`config.mk`:
```
export PLATFORM = sky130hd
export DESIGN_NAME = mac_result_collector
export DESIGN_NICKNAME = d
export VERILOG_FILES = /design/src/rtl/systolic_pkg.sv /design/src/rtl/row_fifo.sv /design/src/rtl/mac_result_collector.sv
export SDC_FILE = /design/constraint.sdc
export NUM_CORES = 1
export LEC_CHECK = 0
export CELL_PAD_IN_SITES_DETAIL_PLACEMENT = 1
export CELL_PAD_IN_SITES_GLOBAL_PLACEMENT = 2
export CORE_UTILIZATION = 35
export CTS_CLUSTER_SIZE = 12
export DETAILED_ROUTE_END_ITERATION = 8
export PLACE_DENSITY = 0.75
export SYNTH_ARGS = -nofsm -noshare
export SYNTH_HDL_FRONTEND = slang
export SYNTH_SLANG_ARGS = --single-unit
```
`constraint.sdc`:
```
create_clock -name clk -period 6.7 [get_ports clk]
set_clock_uncertainty 0.15 [all_clocks]
set_input_delay 1.675 -clock clk [delete_from_list [all_inputs] [get_ports clk]]
set_output_delay 1.675 -clock clk [all_outputs]
set_load 0.005 [all_outputs]
```
`src/rtl/systolic_pkg.sv`:
```
// Shared types and constants for the systolic array result path.
package systolic_pkg;
    localparam int ACC_W_DEF  = 16;
    localparam int N_MACS_DEF = 4;
    localparam int LANE_W     = $clog2(N_MACS_DEF);

    typedef enum logic {IDLE, STREAM} stream_state_t;

    typedef logic signed [N_MACS_DEF-1:0][ACC_W_DEF-1:0] row_t;
endpackage

```
`src/rtl/row_fifo.sv`:
```
// Row-wide FIFO with wrapping pointers; a push into a full FIFO is accepted
// when a pop happens in the same cycle.
module row_fifo #(
    parameter int DEPTH = 4,
    parameter int ROW_W = 64
) (
    input  logic                     clk,
    input  logic                     rst,
    input  logic                     clear,
    input  logic                     push,
    input  logic                     pop,
    input  logic [ROW_W-1:0]         wr_row,
    output logic [ROW_W-1:0]         rd_row,
    output logic                     full,
    output logic                     empty,
    output logic [$clog2(DEPTH):0]   count
);
    localparam int AW = $clog2(DEPTH);

    logic [ROW_W-1:0] mem [DEPTH];
    logic [AW-1:0]    wr_ptr;
    logic [AW-1:0]    rd_ptr;
    logic [AW:0]      cnt;
    logic             do_push;
    logic             do_pop;

    assign empty   = (cnt == '0);
    assign full    = (cnt == (AW+1)'(DEPTH));
    assign do_pop  = pop && !empty;
    assign do_push = push && (!full || do_pop);
    assign count   = cnt;
    assign rd_row  = mem[rd_ptr];

    always_ff @(posedge clk or negedge rst) begin
        if (!rst) begin
            wr_ptr <= '0;
            rd_ptr <= '0;
            cnt    <= '0;
        end else if (clear) begin
            wr_ptr <= '0;
            rd_ptr <= '0;
            cnt    <= '0;
        end else begin
            if (do_push) wr_ptr <= wr_ptr + AW'(1);
            if (do_pop)  rd_ptr <= rd_ptr + AW'(1);
            cnt <= cnt + (AW+1)'(do_push) - (AW+1)'(do_pop);
        end
    end

    always_ff @(posedge clk) begin
        if (do_push && !clear) mem[wr_ptr] <= wr_row;
    end
endmodule

```
`src/rtl/mac_result_collector.sv`:
```
// Captures mac_array lane results on valid rising edges, assembles rows,
// queues them and streams one lane per beat over valid/ready.
module mac_result_collector
    import systolic_pkg::*;
#(
    parameter int ACC_W  = ACC_W_DEF,
    parameter int N_MACS = N_MACS_DEF,
    parameter int DEPTH  = 4
) (
    input  logic                      clk,
    input  logic                      rst,
    input  logic                      clear,
    input  logic signed [ACC_W-1:0]   acc_out_0,
    input  logic signed [ACC_W-1:0]   acc_out_1,
    input  logic signed [ACC_W-1:0]   acc_out_2,
    input  logic signed [ACC_W-1:0]   acc_out_3,
    input  logic [N_MACS-1:0]         valid_out,
    output logic signed [ACC_W-1:0]   out_data,
    output logic [LANE_W-1:0]         out_lane,
    output logic                      out_last,
    output logic                      out_valid,
    input  logic                      out_ready,
    output logic [$clog2(DEPTH):0]    rows_avail,
    output logic                      overflow
);
    localparam int ROW_W = N_MACS * ACC_W;
    localparam int CW    = $clog2(DEPTH) + 1;
    localparam logic [LANE_W-1:0] LAST_LANE = LANE_W'(N_MACS - 1);

    logic signed [ACC_W-1:0] lane_in [N_MACS];
    logic signed [ACC_W-1:0] row_data_p0 [N_MACS];
    logic [N_MACS-1:0]       valid_prev;
    logic [N_MACS-1:0]       filled;
    logic [N_MACS-1:0]       rise, avail, cap, drop, filled_nxt;
    logic [ROW_W-1:0]        wr_row, rd_row;
    logic                    push, pop, fifo_full, fifo_empty;
    stream_state_t           state_q, state_nxt;
    logic [LANE_W-1:0]       lane_q, lane_nxt;

    assign lane_in[0] = acc_out_0;
    assign lane_in[1] = acc_out_1;
    assign lane_in[2] = acc_out_2;
    assign lane_in[3] = acc_out_3;

    // Edge detect and assembly row; a pushing row frees every lane for this cycle's captures
    always_comb begin
        rise       = valid_out & ~valid_prev;
        push       = (&filled) && (!fifo_full || pop) && !clear;
        avail      = push ? '0 : filled;
        cap        = rise & ~avail & {N_MACS{!clear}};
        drop       = rise & avail & {N_MACS{!clear}};
        filled_nxt = avail | cap;
    end

    always_ff @(posedge clk or negedge rst) begin
        if (!rst) begin
            valid_prev <= '0;
            filled     <= '0;
            overflow   <= 1'b0;
        end else begin
            valid_prev <= valid_out;
            if (clear) begin
                filled   <= '0;
                overflow <= 1'b0;
            end else begin
                filled   <= filled_nxt;
                overflow <= overflow | (|drop);
            end
        end
    end

    always_ff @(posedge clk) begin
        for (int i = 0; i < N_MACS; i++) begin
            if (cap[i]) row_data_p0[i] <= lane_in[i];
        end
    end

    always_comb begin
        wr_row = '0;
        for (int i = 0; i < N_MACS; i++) wr_row[i*ACC_W +: ACC_W] = row_data_p0[i];
    end

    // Row FIFO stage
    row_fifo #(.DEPTH(DEPTH), .ROW_W(ROW_W)) u_row_fifo (
        .clk    (clk),
        .rst    (rst),
        .clear  (clear),
        .push   (push),
        .pop    (pop),
        .wr_row (wr_row),
        .rd_row (rd_row),
        .full   (fifo_full),
        .empty  (fifo_empty),
        .count  (rows_avail)
    );

    // Stream stage
    assign pop = (state_q == STREAM) && out_ready && (lane_q == LAST_LANE)
                 && !fifo_empty && !clear;

    always_ff @(posedge clk or negedge rst) begin
        if (!rst) begin
            state_q <= IDLE;
            lane_q  <= '0;
        end else begin
            state_q <= state_nxt;
            lane_q  <= lane_nxt;
        end
    end

    always_comb begin
        state_nxt = state_q;
        lane_nxt  = lane_q;
        if (clear) begin
            state_nxt = IDLE;
            lane_nxt  = '0;
        end else begin
            case (state_q)
                IDLE: begin
                    if (rows_avail != '0) begin
                        state_nxt = STREAM;
                        lane_nxt  = '0;
                    end
                end
                STREAM: begin
                    if (out_ready) begin
                        if (lane_q == LAST_LANE) begin
                            lane_nxt = '0;
                            if (rows_avail <= CW'(1)) state_nxt = IDLE;
                        end else begin
                            lane_nxt = lane_q + LANE_W'(1);
                        end
                    end
                end
                default: state_nxt = IDLE;
            endcase
        end
    end

    assign out_valid = (state_q == STREAM);
    assign out_lane  = lane_q;
    assign out_last  = out_valid && (lane_q == LAST_LANE);
    assign out_data  = out_valid ? $signed(rd_row[int'(lane_q)*ACC_W +: ACC_W]) : '0;
endmodule

```
==> results.yml, run 1 <==
outcome:
  status: "finished, violations left"
  violations: "design-rule violations"
run:
  cap_viol_max_count: 0
sta:
  slew_headroom_pct: 21.2
  setup_violations: 0
  max_freq_mhz: 189
  slew_viol_final: 0
  rsz0062_at_grt: "no"
  hold_violations: 0
  min_period_ns: 5.29
  timing.final.crit_share_pct: 78.9
  setup_tns_ns: 0
  tightest_slew_ns: 1.18
global_route:
  grt_pass1_vias: 6740
  met2_usage_pct: 24.9
  track_usage_pct: 14.8
  grt_pass1_wl_um: 40700
  grt_use_met3_pct: 2.75
  antenna_found_initial: 1
  grt_max_degree: 79
  top_usage_layer: "met2"
  use_met1_pct: 19.6
  grt_overflow: 0
worst_setup_path:
  arrival_ns: 3.46
  reg2regPathDepth: 6
  startpoint_type: "flop"
  end_kind: "output pin"
  path_max_fanout: 21
  startpoint: "u_row_fifo.rd_ptr[0]"
  r2r-start: "out_lane[1]"
  worstSetupPathType: "reg2out"
  crit_required_ns: 4.88
power_and_ir_drop:
  vdd_drop_max_mv: 0.135
  leakagePower_uw: 0.00480
  p_per_area_nw_per_um2: 275
placed_design:
  dp_hpwl_um: 16700
  port_buffers: 95
  dpl_cell_area_um2: 14300
  place_congestion: 0.696
cells_and_area:
  final-seq-area_um2: 10100
  final_common_cell: "edfxtp_1"
  fin_nets: 811
  diodes: 0
  fillCellCount: 3408
  area_delta_synth_final_pct: 19.9
  drive_above_1_share_pct: 20.7
  layout_common_cells: "edfxtp_1, clkdlybuf4s50_1, mux2_2"
  fin_area_um2: 15300
  multiInputGateArea_um2: 2490
detailed_routing:
  drtIter0Drc: 431
  drc_errors: 8
  wl_per_cell_um: 22.2
  num_vias: 6039
  drtPass1Iterations: 6
  avgViaCountPerCell: 4.99
  ant_nets: 0
  wl_um: 26900
logic_synthesis:
  syn_area_um2: 12800
  ys.flop_type: "edfxtp_1"
  yosys.cell_types.count: 42
  avgSynthCellArea_um2: 20.8
  synth_nets: 697
  synthArstFlopShare_pct: 5.60
  synth_cells: 615
  synth-seq-cells: 339
  yosysSeqAreaShare_pct: 79.0
  synth_edf_count: 320
  yosys_warnings: 0
floorplanning:
  dieArea_um2: 37200
  core_um2: 35700
  rows: 69
  die_h_um: 193
  fp.dieW_um: 193
  start_util_pct: 35.7
  pin_count: 96
clocking:
  cts_setup_buffers: 0
  cts.path.max_buffers: 3
  holdBufCountCts: 0
  clkTransAtPathRegs_ns: 0.06
  post_cts_resize_count: 0
  insertion_delay_ns: 0.51
  cts_tree: "yes"
  clock-root-buffer: "clkbuf_16"
  htreeDepth: 2
  cts.sinks: 339
  cts_buffers: 36
worst_hold_path:
  hp-class: "reg2reg"
  min_path_cells: 0
  min_from: "row_data_p0[3][5]"
==> metrics by stage <==
step,util [%],power [µW],cells,hold slack (ns),setup slack (ns)
floorplan,-,2380,615,0.309,2.45
global placement,39.9,2450,1152,0.321,1.97
detailed placement,39.9,2450,1152,0.334,1.95
CTS,42.8,4260,1211,0.345,1.38
global route,42.8,4330,1211,0.367,1.23
finish,42.8,4200,1211,0.341,1.41
==> kinds of logic after synthesis <==
| group | count (synthesis) | synth area share (%) |
|---|---|---|
| compound gates | 82 | 4.54 |
| xor+xnor | 2 | 0.137 |
| fa+ha+maj | 10 | 1.04 |
| buf+inv | 39 | 1.65 |
| flops | 339 | 79.0 |
| mux | 98 | 11.7 |
| simple gates | 45 | 1.93 |
==> report_power, final <==
part           switching (µW)  total (µW)  internal [µW]
registers                15.3        2340           2320
clock network             751        1800           1050
logic                    24.5        67.0           42.5
==> path summary, 6_finish.rpt <==
kind / end / slack (ns)
worst min-delay path: u_row_fifo.mem[2][53] / 0.34
max in group asynchronous: u_row_fifo.rd_ptr[1] / 4.20
worst min register to register: u_row_fifo.mem[2][53] / 0.34
worst max-delay path: out_data[14] / 1.41
worst max register to register: u_row_fifo.mem[3][51] / 3.44
min in group asynchronous: filled[2] / 1.53
==> registers in the layout, summed over array words and instances, names as in the netlist <==
| name | cells |
|---|---|
| out_valid | 1 |
| u_row_fifo.wr_ptr | 2 |
| u_row_fifo.rd_ptr | 2 |
| out_lane | 2 |
| u_row_fifo.count | 3 |
| overflow | 1 |
| u_row_fifo.mem | 256 |
| row_data_p0 | 64 |
| filled | 4 |
| valid_prev | 4 |
==> worst max-delay path, cell delays in order, from the launching register on <==
cell and delay, ns:
dfrtp_2 0.79, nand2b_1 0.80, o22ai_1 0.21, o31ai_1 0.52, clkdlybuf4s50_1 0.61
==> synthesized netlist by cell type, types with 2 or more instances <==
| library cell | count | area share [%] |
|---|---|---|
| clkbuf_1 | 7 | 0.21 |
| ha_1 | 9 | 0.88 |
| and2_1 | 5 | 0.24 |
| buf_2 | 16 | 0.63 |
| xnor2_1 | 2 | 0.14 |
| mux2_2 | 66 | 5.8 |
| nor3_1 | 3 | 0.12 |
| inv_1 | 8 | 0.24 |
| mux4_1 | 9 | 1.9 |
| buf_1 | 2 | 0.059 |
| nand2b_1 | 6 | 0.29 |
| or3_1 | 2 | 0.098 |
| buf_6 | 2 | 0.18 |
| nor2_1 | 9 | 0.26 |
| nand2_1 | 8 | 0.24 |
| a211oi_2 | 4 | 0.39 |
| mux4_2 | 23 | 4.1 |
| a21oi_1 | 6 | 0.24 |
| o31ai_1 | 17 | 1.0 |
| edfxtp_1 | 320 | 75 |
| nor3b_1 | 2 | 0.12 |
| o22ai_1 | 32 | 1.6 |
| dfrtp_1 | 19 | 3.7 |
| a22oi_1 | 18 | 1.1 |
| nand3b_1 | 3 | 0.18 |
==> area by class of cell <==
cell class / instances / area share, %
Multi-Input combinational cell: 237 / 16.3
Clock inverter: 8 / 0.449
Tap cell: 461 / 3.77
Sequential cell: 339 / 65.9
Clock buffer: 51 / 6.39
Timing Repair Buffer: 106 / 6.99
Inverter: 9 / 0.221
==> layer usage <==
| layer | part of all wire, % | wire length [µm] | vias to the layer above |
|---|---|---|---|
| met4 | 1.9 | 519 | 0 |
| met1 | 44 | 11900 | 3140 |
| met2 | 50 | 13300 | 114 |
| met5 | 0 | 0 | - |
| met3 | 4.2 | 1140 | 45 |
| li1 | - | - | 2740 |
Power figures use the tool's default switching activity.
==> run 2, diff against run 1 <==
==> constraint.sdc (replaced) <==
create_clock -name clk -period 4.95 [get_ports clk]
set_clock_uncertainty 0.15 [all_clocks]
set_input_delay 1.2375 -clock clk [delete_from_list [all_inputs] [get_ports clk]]
set_output_delay 1.2375 -clock clk [all_outputs]
set_load 0.005 [all_outputs]
==> results.yml, run 2 (same netlist as run 1, synthesis figures left out) <==
placed_design:
  dpl_cell_area_um2: 14400
  dp_hpwl_um: 16500
  place_ws_ns: 0.941
  place_congestion: 0.717
  port_buffers: 95
sta:
  worst_slack_ns: 0.421
  tightest_slew_ns: 0.927
  timing.final.crit_share_pct: 91.5
  hold_violations: 0
  setup_violations: 0
  slew_headroom_pct: 38.0
  setup_tns_ns: 0
  holdWs_ns: 0.342
  slew_viol_final: 0
  min_period_ns: 4.53
  max_freq_mhz: 221
  rsz0062_at_grt: "no"
detailed_routing:
  wl_per_cell_um: 21.8
  top_layer: "met4"
  drc_errors: 4
  avgViaCountPerCell: 4.95
  wl_met3_um: 1200
  met2_length_um: 13000
  met1_length_um: 12200
  drtIter0Drc: 403
  ant_nets: 0
  wl_um: 26800
  drtPass1Iterations: 9
  num_vias: 6075
worst_setup_path:
  r2r-start: "out_lane[1]"
  path_cells: "buf_4 -> mux4_2 -> a22oi_1 -> o31ai_1 -> clkdlybuf4s50_1"
  cp-endpoint: "out_data[5]"
  max_stage_delay_ns: 0.63
  path_max_fanout: 16
  startpoint: "u_row_fifo.rd_ptr[0]"
  cpMaxStageDelayCell: "dfrtp_2"
  startpoint_type: "flop"
  arrival_ns: 3.14
  worstSetupPathType: "reg2out"
  reg2reg_to: "u_row_fifo.mem[1][40]"
  end_kind: "output pin"
  reg2regPathDepth: 6
  crit_required_ns: 3.56
  reg2reg_slack_ns: 2.08
power_and_ir_drop:
  leakagePower_uw: 0.00493
  vdd_drop_max_mv: 0.205
  p_switching_uw: 1120
  power_frac_seq_pct: 53.0
  p_clk_share_pct: 45.5
  combPwrFrac_pct: 1.5
  p_per_area_nw_per_um2: 383
  p_int_uw: 4850
  switching_share_pct: 18.8
cells_and_area:
  layout_common_cells: "edfxtp_1, clkdlybuf4s50_1, mux2_2"
  largest_reg_flops: 256
  diodes: 0
  largest-register: "u_row_fifo.mem"
  final_common_cell: "edfxtp_1"
  fin_area_um2: 15600
  reg.largest.list: "u_row_fifo.mem x256, row_data_p0 x64"
  area_delta_synth_final_pct: 21.9
  final_core_util_pct: 43.5
  fin_nets: 823
  drive_above_1_share_pct: 22.2
global_route:
  grt_max_degree: 65
  grt_overflow: 0
  grt_pass1_wl_um: 40200
  track_usage_pct: 14.7
  grt_pass1_vias: 6715
  antenna_found_initial: 0
clocking:
  htreeDepth: 2
  insertion_delay_ns: 0.53
  cts_tree: "yes"
  clkTransAtPathRegs_ns: 0.06
  cts.sinks: 339
  cts_buffers: 38
  cts_setup_buffers: 0
  holdBufCountCts: 0
  clock-root-buffer: "clkbuf_16"
  post_cts_resize_count: 0
  cts.path.max_buffers: 3
floorplanning:
  fp.dieW_um: 193
  rows: 69
  dieArea_um2: 37200
  pin_count: 96
  die_h_um: 193
  start_util_pct: 35.7
  core_um2: 35700
run:
  cap_viol_max_count: 0
outcome:
  violations: "design-rule violations"
  status: "finished, violations left"
worst_hold_path:
  min_from: "row_data_p0[1][2]"
  hp-class: "reg2reg"
==> run 2: critical path, delay by kind of cell, from the launching register on <==
| kind | cells | cell delay [ns] |
|---|---|---|
| buffers and inverters | 2 | 0.85 |
| flip-flops | 1 | 0.63 |
| AO/OA/AOI/OAI | 2 | 0.56 |
| multiplexers | 1 | 0.55 |
==> run 2: power by group through the flow <==
| stage | clock network, µW | logic, µW | registers (µW) |
|---|---|---|---|
| 2_1_floorplan | 0 | 16.0 | 3210 |
| 3_3_place_gp | 0 | 95.8 | 3220 |
| 3_5_place_dp | 0 | 95.4 | 3220 |
| 4_1_cts | 2780 | 96.3 | 3160 |
| 5_1_grt | 2880 | 101 | 3160 |
| 6_report | 2710 | 92.4 | 3160 |
==> run 2: final cells by class <==
class	instances	area, µm²
Clock buffer	47	1010
Clock inverter	18	200
Fill cell	3419	20200
Inverter	9	33.8
Multi-Input combinational cell	237	2490
Sequential cell	339	10100
Tap cell	461	577
Timing Repair Buffer	116	1160
==> run 2: worst min-delay path by stage <==
stage,slack [ns],cells after the start,endpoint
final,0.34,0,u_row_fifo.mem[3][18]
after global routing,0.36,0,u_row_fifo.mem[2][34]
after CTS,0.35,0,u_row_fifo.mem[2][34]
after detailed placement,0.33,0,u_row_fifo.mem[2][34]
after global placement,0.32,0,u_row_fifo.mem[0][19]
after floorplan,0.31,0,u_row_fifo.mem[0][0]
==> run 2: per-stage QoR <==
step / total power, µW / std cells
3_3_place_gp: 3310 / 1162
3_5_place_dp: 3310 / 1162
2_1_floorplan: 3230 / 615
5_1_grt: 6140 / 1227
6_report: 5960 / 1227
4_1_cts: 6030 / 1227
==> run 2: routing by layer <==
| metal | track usage (%) | vias up |
|---|---|---|
| li1 | - | 2771 |
| met1 | 20.0 | 3136 |
| met2 | 24.4 | 134 |
| met3 | 2.41 | 34 |
| met4 | 4.12 | 0 |
| met5 | 0 | - |
==> run 3, diff against run 2 <==
--- a/config.mk
+++ b/config.mk
@@ -8,7 +8,7 @@
 export CELL_PAD_IN_SITES_DETAIL_PLACEMENT = 1
 export CELL_PAD_IN_SITES_GLOBAL_PLACEMENT = 2
 export CORE_UTILIZATION = 35
-export CTS_CLUSTER_SIZE = 12
+export CTS_CLUSTER_SIZE = 28
 export DETAILED_ROUTE_END_ITERATION = 8
 export PLACE_DENSITY = 0.75
 export SYNTH_ARGS = -nofsm -noshare
==> results.yml, run 3 (same netlist as run 1, synthesis figures left out) <==
power_and_ir_drop:
  vdd_drop_max_mv: 0.206
  finalPower_uw: 5940
  p_per_area_nw_per_um2: 381
  leakagePower_uw: 0.00492
cells_and_area:
  largest-register: "u_row_fifo.mem"
  reg.largest.list: "u_row_fifo.mem x256, row_data_p0 x64"
  largest_reg_flops: 256
  drive_above_1_share_pct: 22.8
  fin_nets: 823
  layout_common_cells: "edfxtp_1, clkdlybuf4s50_1, mux2_2"
  final_common_cell: "edfxtp_1"
  area_delta_synth_final_pct: 21.9
  final-seq-area_um2: 10100
  fillCellCount: 3420
  multiInputGateArea_um2: 2490
detailed_routing:
  ant_nets: 0
  num_vias: 6081
  wl_per_cell_um: 21.7
  wl_um: 26700
  drtIter0Drc: 435
  drtPass1Iterations: 9
  avgViaCountPerCell: 4.94
  drc_errors: 8
worst_setup_path:
  crit_required_ns: 3.56
  path_max_fanout: 16
  end_kind: "output pin"
  startpoint_type: "flop"
  max_stage_delay_ns: 0.64
  cpMaxStageDelayCell: "dfrtp_2"
  worstSetupPathType: "reg2out"
  path_cells: "buf_4 -> mux4_2 -> a22oi_1 -> o31ai_1 -> clkdlybuf4s50_1"
  arrival_ns: 3.14
sta:
  max_freq_mhz: 221
  setup_violations: 0
  worst_slack_ns: 0.418
  hold_violations: 0
  min_period_ns: 4.53
  tightest_slew_ns: 0.910
  setup_tns_ns: 0
  rsz0062_at_grt: "no"
  timing.final.crit_share_pct: 91.6
  slew_headroom_pct: 39.3
  slew_viol_final: 0
clocking:
  clock-root-buffer: "clkbuf_16"
  cts_buffers: 38
  cts.sinks: 339
  insertion_delay_ns: 0.53
  htreeDepth: 2
  clkTransAtPathRegs_ns: 0.06
  post_cts_resize_count: 0
  cts.path.max_buffers: 3
  holdBufCountCts: 0
  cts_setup_buffers: 0
  cts_tree: "yes"
global_route:
  grt_pass1_wl_um: 40100
  grt_pass1_vias: 6701
  grt_max_degree: 65
  antenna_found_initial: 0
  grt_overflow: 0
  track_usage_pct: 14.6
placed_design:
  dp_hpwl_um: 16500
  place_congestion: 0.717
  place_ws_ns: 0.941
  port_buffers: 95
outcome:
  violations: "design-rule violations"
  status: "finished, violations left"
floorplanning:
  start_util_pct: 35.7
  fp.dieW_um: 193
  core_um2: 35700
  die_h_um: 193
  dieArea_um2: 37200
  pin_count: 96
  rows: 69
run:
  cap_viol_max_count: 0
worst_hold_path:
  hp-class: "reg2reg"
run 3: changes by cell type in the layout (fill, tap and decap cells not counted), sizes merged:
cell	before	now
clkinv	14	16
diode	0	1
clkinvlp	0	3
clkbuf	47	46
bufinv	4	3
run 3: power by group:
group	switching [µW]	internal (µW)
logic	34.3	58.1
registers	19.4	3140
clock network	1080	1600
total	1130	4800
run 3: metrics by stage:
stage | hold slack [ns] | util, % | cell area [µm²] | cells
6_report | 0.341 | 43.5 | 15600 | 1231
3_5_place_dp | 0.328 | 40.2 | 14400 | 1162
2_1_floorplan | 0.309 | - | 12800 | 615
5_1_grt | 0.354 | 43.5 | 15600 | 1230
3_3_place_gp | 0.321 | 40.2 | 14400 | 1162
4_1_cts | 0.341 | 43.5 | 15600 | 1230
run 3: final cells by class:
class | count | share of cell area [%]
Antenna cell | 1 | 0.0161
Clock buffer | 46 | 6.44
Clock inverter | 22 | 1.31
Inverter | 9 | 0.217
Multi-Input combinational cell | 237 | 16.0
Sequential cell | 339 | 64.8
Tap cell | 461 | 3.71
Timing Repair Buffer | 116 | 7.45
run 3: routing by layer:
layer / GRT usage (%) / up-vias / routed length (µm) / part of all wire [%]
met4: 4.06 / 0 / 413 / 1.5
met2: 24.3 / 134 / 12900 / 48
met5: 0 / - / 0 / 0
met3: 2.41 / 31 / 1180 / 4.4
li1: - / 2775 / - / -
met1: 20.0 / 3141 / 12200 / 46
run 3: final timing paths:
check,start,to,slack (ns),cells past startpoint
worst max-delay path,u_row_fifo.rd_ptr[0],out_data[5],0.42,5
worst min-delay path,row_data_p0[1][6],u_row_fifo.mem[0][22],0.34,0
worst max register to register,out_lane[1],u_row_fifo.mem[1][24],2.05,6
worst min register to register,row_data_p0[1][6],u_row_fifo.mem[0][22],0.34,0
max in group asynchronous,rst,u_row_fifo.rd_ptr[1],2.92,1
min in group asynchronous,rst,out_valid,1.07,1
run 3: worst max-delay path, delay by kind of cell, from the launching register on:
| family | cells | cell delay [ns] |
|---|---|---|
| DFF | 1 | 0.64 |
| muxes | 1 | 0.55 |
| AOI/OAI and AO/OA | 2 | 0.56 |
| buffers and inverters | 2 | 0.86 |
